$ cat src/rtl/threshold_capture_sampler.sv
// Hysteresis-triggered ADC frame capture: pre-trigger delay line, post-trigger tail, running counts.
// Define SAMPLER_PEAK_EN to add per-frame peak reporting on peak/peak_vld.
module threshold_capture_sampler #(
    parameter int DATA_W    = 10,
    parameter int PRE_DEPTH = 8,
    parameter int POST_LEN  = 32,
    parameter int CNT_W     = 16,
    parameter int EVT_W     = 8
) (
    input  logic              clk,
    input  logic              rst_n,
    input  logic              en,
    input  logic [DATA_W-1:0] adc_dat,
    input  logic [DATA_W-1:0] thr_hi,
    input  logic [DATA_W-1:0] thr_lo,
    output logic [DATA_W-1:0] dout,
    output logic              we,
    output logic              frame_start,
    output logic [CNT_W-1:0]  cnt,
    output logic [EVT_W-1:0]  evt_cnt,
    output logic              busy
`ifdef SAMPLER_PEAK_EN
    ,output logic [DATA_W-1:0] peak,
    output logic              peak_vld
`endif
);

    localparam int PW = (POST_LEN > 1) ? $clog2(POST_LEN) : 1;
    localparam int TW = $clog2(PRE_DEPTH + 1);
    localparam logic [PW-1:0] POST_LAST = PW'(POST_LEN - 1);
    // The tail runs one cycle past PRE_DEPTH to cover the registered output stage.
    localparam logic [TW-1:0] TAIL_LAST = TW'(PRE_DEPTH);

    typedef enum logic [1:0] {S_IDLE, S_ACTIVE, S_POST, S_TAIL} state_t;

    state_t            r_state, w_state_nxt;
    logic [PW-1:0]     r_post_cnt, w_post_nxt;
    logic [TW-1:0]     r_tail_cnt, w_tail_nxt;
    logic [DATA_W-1:0] r_dly [PRE_DEPTH];
    logic [PRE_DEPTH-1:0] r_vld;
    logic [DATA_W-1:0] r_dout;
    logic              r_we, r_fs, r_fs_pend, r_busy;
    logic [CNT_W-1:0]  r_cnt;
    logic [EVT_W-1:0]  r_evt;
    logic              w_hi, w_lo, w_trig, w_we_nxt, w_fs_nxt;

    assign w_hi = adc_dat > thr_hi;
    assign w_lo = adc_dat < thr_lo;

    // NOTE: sample storage carries no reset; only the valid bits need one, which keeps the data path reset-free.
    always_ff @(posedge clk) begin
        r_dly[0] <= adc_dat;
        for (int i = 1; i < PRE_DEPTH; i++) r_dly[i] <= r_dly[i-1];
    end

    always_comb begin
        // NOTE: every output of this block gets a default first, so no path can infer a latch.
        w_state_nxt = r_state;
        w_post_nxt  = r_post_cnt;
        w_tail_nxt  = r_tail_cnt;
        w_trig      = 1'b0;
        case (r_state)
            S_IDLE: if (en && w_hi) begin
                w_state_nxt = S_ACTIVE;
                w_trig      = 1'b1;
            end
            S_ACTIVE: if (w_lo) begin
                w_state_nxt = S_POST;
                w_post_nxt  = '0;
            end
            S_POST: begin
                if (w_hi) begin
                    w_state_nxt = S_ACTIVE;
                end else if (r_post_cnt == POST_LAST) begin
                    w_state_nxt = S_TAIL;
                    w_tail_nxt  = '0;
                end else begin
                    w_post_nxt = r_post_cnt + 1'b1;
                end
            end
            S_TAIL: begin
                if (w_hi)                          w_state_nxt = S_ACTIVE;
                else if (r_tail_cnt == TAIL_LAST)  w_state_nxt = S_IDLE;
                else                               w_tail_nxt  = r_tail_cnt + 1'b1;
            end
            default: w_state_nxt = S_IDLE;
        endcase
    end

    assign w_we_nxt = (w_state_nxt != S_IDLE) && r_vld[PRE_DEPTH-1];
    // frame_start waits for the first sample that is actually written (older-than-reset samples are skipped).
    assign w_fs_nxt = w_we_nxt && (w_trig || r_fs_pend);

    // NOTE: sequential state uses non-blocking assignments so every register samples pre-edge values.
    always_ff @(posedge clk or negedge rst_n) begin
        if (!rst_n) begin
            r_state    <= S_IDLE;
            r_post_cnt <= '0;
            r_tail_cnt <= '0;
            r_vld      <= '0;
            r_dout     <= '0;
            r_we       <= 1'b0;
            r_fs       <= 1'b0;
            r_fs_pend  <= 1'b0;
            r_busy     <= 1'b0;
            r_cnt      <= '0;
            r_evt      <= '0;
        end else begin
            r_state    <= w_state_nxt;
            r_post_cnt <= w_post_nxt;
            r_tail_cnt <= w_tail_nxt;
            r_vld[0]   <= 1'b1;
            for (int i = 1; i < PRE_DEPTH; i++) r_vld[i] <= r_vld[i-1];
            r_we       <= w_we_nxt;
            if (w_we_nxt) r_dout <= r_dly[PRE_DEPTH-1];
            r_fs       <= w_fs_nxt;
            r_fs_pend  <= (w_trig || r_fs_pend) && !w_we_nxt && (w_state_nxt != S_IDLE);
            r_busy     <= w_state_nxt != S_IDLE;
            if (w_we_nxt && r_cnt != '1) r_cnt <= r_cnt + 1'b1;
            if (w_trig && r_evt != '1)   r_evt <= r_evt + 1'b1;
        end
    end

    assign dout        = r_dout;
    assign we          = r_we;
    assign frame_start = r_fs;
    assign cnt         = r_cnt;
    assign evt_cnt     = r_evt;
    assign busy        = r_busy;

`ifdef SAMPLER_PEAK_EN
    logic [DATA_W-1:0] r_peak_acc, r_peak;
    logic              r_peak_vld, w_track, w_frame_end;

    // Tracks live samples from the trigger through the last POST sample, including retriggers.
    assign w_track     = (r_state == S_ACTIVE) || (r_state == S_POST) || (w_state_nxt == S_ACTIVE);
    assign w_frame_end = (r_state == S_TAIL) && (w_state_nxt == S_IDLE);

    always_ff @(posedge clk or negedge rst_n) begin
        if (!rst_n) begin
            r_peak_acc <= '0;
            r_peak     <= '0;
            r_peak_vld <= 1'b0;
        end else begin
            if (w_trig)                             r_peak_acc <= adc_dat;
            else if (w_track && adc_dat > r_peak_acc) r_peak_acc <= adc_dat;
            r_peak_vld <= w_frame_end;
            if (w_frame_end) r_peak <= r_peak_acc;
        end
    end

    assign peak     = r_peak;
    assign peak_vld = r_peak_vld;
`endif

endmodule

$ cat config.mk
export PLATFORM = sky130hd
export DESIGN_NAME = threshold_capture_sampler
export DESIGN_NICKNAME = d
export VERILOG_FILES = /design/src/rtl/threshold_capture_sampler.sv
export SDC_FILE = /design/constraint.sdc
export NUM_CORES = 1
export LEC_CHECK = 0
export ABC_CLOCK_PERIOD_IN_PS = 4900
export BUFFER_PORTS_ARGS = -buffer_cell sky130_fd_sc_hd__buf_4
export CAP_MARGIN = 20
export CORE_MARGIN = 4
export CORE_UTILIZATION = 40
export DETAILED_ROUTE_END_ITERATION = 16
export PLACE_DENSITY_LB_ADDON = 0.2
export SETUP_SLACK_MARGIN = 0.2
export SLEW_MARGIN = 20
export SYNTH_ARGS = -nofsm -noshare
export SYNTH_HDL_FRONTEND = slang
export SYNTH_SLANG_ARGS = --single-unit
$ cat constraint.sdc
create_clock -name clk -period 4.9 [get_ports clk]
set_clock_uncertainty 0.1 [all_clocks]
set_input_delay 0.49 -clock clk [delete_from_list [all_inputs] [get_ports clk]]
set_output_delay 0.49 -clock clk [all_outputs]
set_load 0.005 [all_outputs]
## Word-level counts from Yosys, hierarchy flattened

Memory sizes are Yosys's and may differ from the RTL's. A register that Yosys moved wholly into a read port is not among the register bits.
Index checks and enable logic that the tools add are counted.

- Bits in writable memories: 80
- Input bits: 33
- Memories: 1
- Word-level logic and storage cells: 64
- Output and inout bits: 37
- Flip-flop bits (word level): 47

- Order comparisons: 2
- Reduce and logical (&&, ||, !) cells: 16
- Mux-type cells: 18
- Add/subtract/negate cells: 4
- Equal/unequal tests: 13

Memories:

| name | depth | bits a word | rd ports | clocked after memory_dff | write ports | RTL line | source |
|---|---|---|---|---|---|---|---|
| r_dly | 8 | 10 | 8 | 1 | 8 | 39 | `logic [DATA_W-1:0] r_dly [PRE_DEPTH];` |

Operator list:

| operator | number |
|---|---|
| 16-bit by 1-bit adder with 16-bit output (second input constant) | 1 |
| 4-bit two-way mux | 4 |
| 16-bit != test (second input constant) | 1 |
| 5-bit two-way mux | 3 |
| 2-bit two-way mux | 6 |
| 2-bit != test (second input constant) | 6 |
| 10-bit greater-than comparator | 1 |
| 10-bit less-than comparator | 1 |
| 5-bit one-hot mux with 2 select lines | 1 |
| 8-bit by 1-bit adder with 8-bit output (second input constant) | 1 |
| 8-bit != test (second input constant) | 1 |
| 2-bit one-hot mux with 4 select lines | 1 |
| 4-bit one-hot mux with 2 select lines | 1 |
| 1-bit logical AND | 7 |
| 2-bit nonzero test | 3 |
| 5-bit by 1-bit adder with 5-bit output (second input constant) | 1 |
| 5-bit == test (second input constant) | 1 |
| 5-bit AND reduction | 1 |
| 4-bit by 1-bit adder with 4-bit output (second input constant) | 1 |
| 2-bit == test (second input constant) | 2 |
| 4-bit == test (second input constant) | 1 |
| 4-bit AND reduction | 1 |
| 2-bit by 1-bit == test with 1-bit output (second input constant) | 1 |
| 1-bit zero test | 2 |
| other kinds (3) | 4 |

## Longest topological paths before layout

- Depth after elaboration: 9
- Gate-level depth with buffers: 10

## Worst setup path before layout

Ideal clock, no wire load.

- Path type: in2reg
- From: in thr_hi[3]
- To: reg r_dout[4] (netlist: dout[4]) (read register of r_dly)
- Path slack: 2288 ps
- Cell stages on the path: 9
- Arrival time: 2387 ps
- Setup time: 125 ps
- Cells stage by stage: inv_1 ha_1 a21oi_1 o21ai_0 a2111oi_4 o31ai_2 nor2_4 buf_4 mux2_2

- Cells in the longest elaborated chain, start to end: 6
- Elaborated cells between the ends (all ways): 8

RTL lines:

| what | RTL line | source |
|---|---|---|
| from (decl) | 14 | `input logic [DATA_W-1:0] thr_hi,` |
| 10-bit greater-than comparator * | 47 | `assign w_hi = adc_dat > thr_hi;` |
| 1-bit logical AND | 63 | `S_IDLE: if (en && w_hi) begin` |
| 2-bit two-way mux | 63 |  |
| 2-bit one-hot mux with 4 select lines * | 62 | `case (r_state)` |
| 2-bit nonzero test * | 90 | `assign w_we_nxt = (w_state_nxt != S_IDLE) && r_vld[PRE_DEPTH-1];` |
| 1-bit logical AND * | 90 |  |
| to (decl) | 41 | `logic [DATA_W-1:0] r_dout;` |

Mark *: on every way between the ends. The rest lies on a longest branch, timed or not.
A chain may end at the register's enable or synchronous reset.

## Final worst setup path

- From: in adc_dat[3]
- To: reg r_cnt[1] (netlist: cnt[1])

- Cells in the longest elaborated chain, start to end: 7
- Elaborated cells between the ends (all ways): 11

RTL lines:

| what | RTL line | source |
|---|---|---|
| from (decl) | 13 | `input logic [DATA_W-1:0] adc_dat,` |
| 10-bit greater-than comparator | 47 |  |
| 1-bit logical AND | 63 |  |
| 2-bit two-way mux | 63 |  |
| 2-bit one-hot mux with 4 select lines * | 62 |  |
| 2-bit nonzero test * | 90 |  |
| 1-bit logical AND * | 90 |  |
| 1-bit logical AND * | 119 | `if (w_we_nxt && r_cnt != '1) r_cnt <= r_cnt + 1'b1;` |
| to (signal assigned) | 119 |  |
| to (decl) | 43 | `logic [CNT_W-1:0] r_cnt;` |

Marks and branches as above.

==> results_dict.tcl <==
set metrics [dict create \
    worst_setup_path_start_kind "input port" \
    crit_path_max_incr_delay_ns 0.61 \
    timing.final.hold_violations 0 \
    crit_required_ns 5.09 \
    p_per_area_nw_per_um2 530 \
    detail_route.vias_per_cell 4.56 \
    clock_sink_count 137 \
    mostFrequentLayoutCells "sky130_fd_sc_hd__dfxtp_1, sky130_fd_sc_hd__buf_4, sky130_fd_sc_hd__dfrtp_1, sky130_fd_sc_hd__inv_1, sky130_fd_sc_hd__ha_1" \
    clkPwrFrac 0.378 \
    ys.warnings.count 0 \
    insertion_delay_ns 0.41 \
    cts_bufs_inserted 17 \
    numPlacedInstances 560 \
    n_fill_cell 950 \
    cts_setup_buffers 0 \
    outcome "finished clean" \
    tightestPinTransition_ns 0.748 \
    multiInputGateArea_sq_um 1390 \
    io-pin-count 70 \
    endpoint_kind "flop" \
    max_cap_violations 0 \
    post_cts_resized 0 \
    cts.reportedPaths.clkPinSlew_ns 0.06 \
    grt_pass1_wl_um 12500 \
    min_period_ns 2.83 \
    tritoncts "yes" \
    antenna_violations_before_repair 0 \
    crit_slowest_cell "sky130_fd_sc_hd__a2111oi_4" \
    post-synth-top-area-fraction 0.353 \
    dpl.hpwl_um 5150 \
    first_iter_violations 147 \
    relSlewSlack 0.498 \
    fin_setup_tns_ns 0 \
    timing.hold.worst.class "input port to async pin" \
    report.power.total_mw 3.05 \
    std_cell_rows 38 \
    rr_endpoint "cnt[1]" \
    power.combinational.fraction 0.165 \
    postRouteAntennaNets 0 \
    htree_num_levels 4 \
    ir_worst_vdd_mv 0.338 \
    routed_wirelength_um 7250 \
    grt_remaining_overflow 0 \
    dr_total_vias 2702 \
    timing.critical_path.fanout_max 27 \
    stdcell_count 592 \
    setup_repair_after_global_routing_missed_its_margin "false" \
    wl_per_cell_um 12.3 \
    syn_area_sq_um 4530 \
    synth.ff_latch_count 137 \
    final_net_count 497 \
    grt_max_degree 58 \
    number_of_global_route_vias_before_repair 2640 \
    power.switching_mw 0.828 \
    firstDrtPassIters 4 \
    globalplace.congestion 0.768 \
    design.die.area_sq_um 13100 \
    post-route-drc-count 0 \
    crit_share_post_route 0.577 \
    antenna_diode_count 0 \
    syn_nets 412 \
    layout_commonest_cell "sky130_fd_sc_hd__dfxtp_1" \
    post-synth-top-area-cell "sky130_fd_sc_hd__dfxtp_1" \
    power.share.sequential 0.457 \
    critical_path_depth 9 \
    worst_r2r_startpoint "r_tail_cnt[0]" \
    io_buffers 69 \
    ff_latch_area_sq_um 3030 \
    design.core.area_sq_um 11000 \
    yosys-top-cells-area "sky130_fd_sc_hd__dfxtp_1, sky130_fd_sc_hd__dfrtp_1, sky130_fd_sc_hd__ha_1" \
    postCtsHoldBufs 0 \
    clock_tree.root_cell "sky130_fd_sc_hd__clkbuf_16" \
    worst-path-buf-inv 1 \
    report.final.slew_viol_count 0 \
    timing.setup.critical_path_class "input port to flop" \
    groute.usage.overall 0.122 \
    syn_to_layout_area_delta_pct 27.1 \
    yosysSeqAreaShare 0.668 \
    power.static_leakage_nw 2.70 \
    maxClockFrequency_mhz 354 \
    sw_frac_of_total 0.271 \
    post_synth_inst_count 354 \
    die_width_um 114 \
    layout-drive-gt1-share 0.261 \
    worst-endpoint-arrival_ns 3.01 \
    regToRegSetupSlack_ns 2.58 \
    r2r_cells 8 \
    power_report.internal_total_mw 2.22 \
    synth.lib_cells_used.distinct 41 \
    die_height_um 114 \
    post_synth.cell_area_avg_sq_um 12.8 \
    initial_core_util 0.413 \
    setup_violations 0 \
    critPathTopFamily "compound AO/OA/AOI/OAI gates" \
    cells_traversed_along_the_worst_timing_path "buf_4 > ha_1 > a21oi_1 > o21ai_0 > a2111oi_4 > o31ai_2 > nor2_4 > nand2_1 > mux2_2" \
    cts.path.max_buffers 2 \
]
worst reg2reg max path: cells and delay by family, from the launching register on:
| family | cells | cell delay [ns] |
|---|---|---|
| DFF | 1 | 0.37 |
| adders and majority gates | 1 | 0.19 |
| muxes | 1 | 0.31 |
| AOI/OAI and AO/OA | 2 | 0.33 |
| and+or+nand+nor | 3 | 0.82 |
| buffers and inverters | 1 | 0.07 |
layer usage:
layer / wire length [um] / global-route usage / share of wire / vias to the layer above
li1: - / - / - / 1393
met4: 94 / 0.0633 / 0.013 / 0
met1: 3420 / 0.160 / 0.47 / 1244
met2: 3410 / 0.182 / 0.47 / 56
met3: 329 / 0.0365 / 0.045 / 9
met5: 0 / 0 / 0 / -
how the worst max path moves through the flow:
stage / end / start / slack [ns]
5_1_grt: cnt[1] / adc_dat[9] / 1.83
2_1_floorplan: dout[4] / thr_hi[3] / 2.29
6_report: cnt[1] / adc_dat[3] / 2.07
4_1_cts: cnt[1] / adc_dat[3] / 2.08
3_5_place_dp: cnt[1] / adc_dat[9] / 1.65
3_3_place_gp: cnt[1] / adc_dat[3] / 1.69
state kept, by name, summed over array words and instances, names as in the netlist, 2 cells and up:
name,count
r_tail_cnt,4
cnt,16
r_dly,80
r_vld,8
dout,10
r_post_cnt,5
r_state,2
evt_cnt,8
area by class of cell:
cell class / count / share of cell area
sequential: 137 / 0.526
multi-input combinational: 189 / 0.242
timing repair buffer: 69 / 0.0899
clock buffer: 18 / 0.0762
tap: 140 / 0.0304
clock inverter: 14 / 0.0198
inverter: 25 / 0.0163
Yosys cell counts, drive strengths merged:
| cell type | n |
|---|---|
| nor3 | 7 |
| o211a | 1 |
| o21ai | 10 |
| or4b | 1 |
| mux2 | 14 |
| a21oi | 11 |
| o211ai | 1 |
| nand4 | 14 |
| mux2i | 1 |
| nand2 | 21 |
| dfrtp | 57 |
| a21o | 4 |
| buf | 2 |
| o21a | 1 |
| ha | 25 |
| o22ai | 1 |
| a2111oi | 1 |
| nand2b | 3 |
| clkbuf | 1 |
| a22o | 1 |
| a31oi | 2 |
| or3 | 1 |
| nor3b | 1 |
| a32o | 1 |
| xor2 | 3 |
| a41oi | 1 |
| nand3b | 1 |
| nand3 | 11 |
| xnor2 | 19 |
| o21bai | 1 |
| and2 | 1 |
| o2111ai | 1 |
| conb | 1 |
| o31ai | 3 |
| nor2 | 17 |
| dfxtp | 80 |
| and3 | 6 |
| and4 | 2 |
| inv | 25 |
power by group through the flow:
stage / registers [mW] / clock network (mW) / logic, mW
after floorplan: 1.39 / 0 / 0.292
after global placement: 1.41 / 0 / 0.498
after detailed placement: 1.42 / 0 / 0.510
after CTS: 1.40 / 1.19 / 0.512
after global routing: 1.42 / 1.24 / 0.568
final: 1.40 / 1.16 / 0.503
kinds of logic after synthesis:
| family | count (synthesis) | synth area share |
|---|---|---|
| flip-flops | 137 | 0.668 |
| XOR/XNOR | 22 | 0.0425 |
| multiplexers | 15 | 0.0370 |
| buffers and inverters | 28 | 0.0248 |
| AND/OR/NAND/NOR | 86 | 0.0969 |
| AO/OA/AOI/OAI | 40 | 0.0613 |
| adder cells (fa/ha/maj) | 25 | 0.0690 |
| other | 1 | 0.000827 |
stage by stage:
step	worst slack (ns)	utilization	hold slack (ns)	area [sq um]
2_1_floorplan	2.29	-	0.0944	4530
3_3_place_gp	1.69	0.474	0.210	5210
3_5_place_dp	1.65	0.474	0.212	5210
4_1_cts	2.08	0.525	0.0696	5760
5_1_grt	1.83	0.525	0.0932	5760
6_report	2.07	0.525	0.0365	5760
No activity file was read; power rests on OpenSTA's default activity.
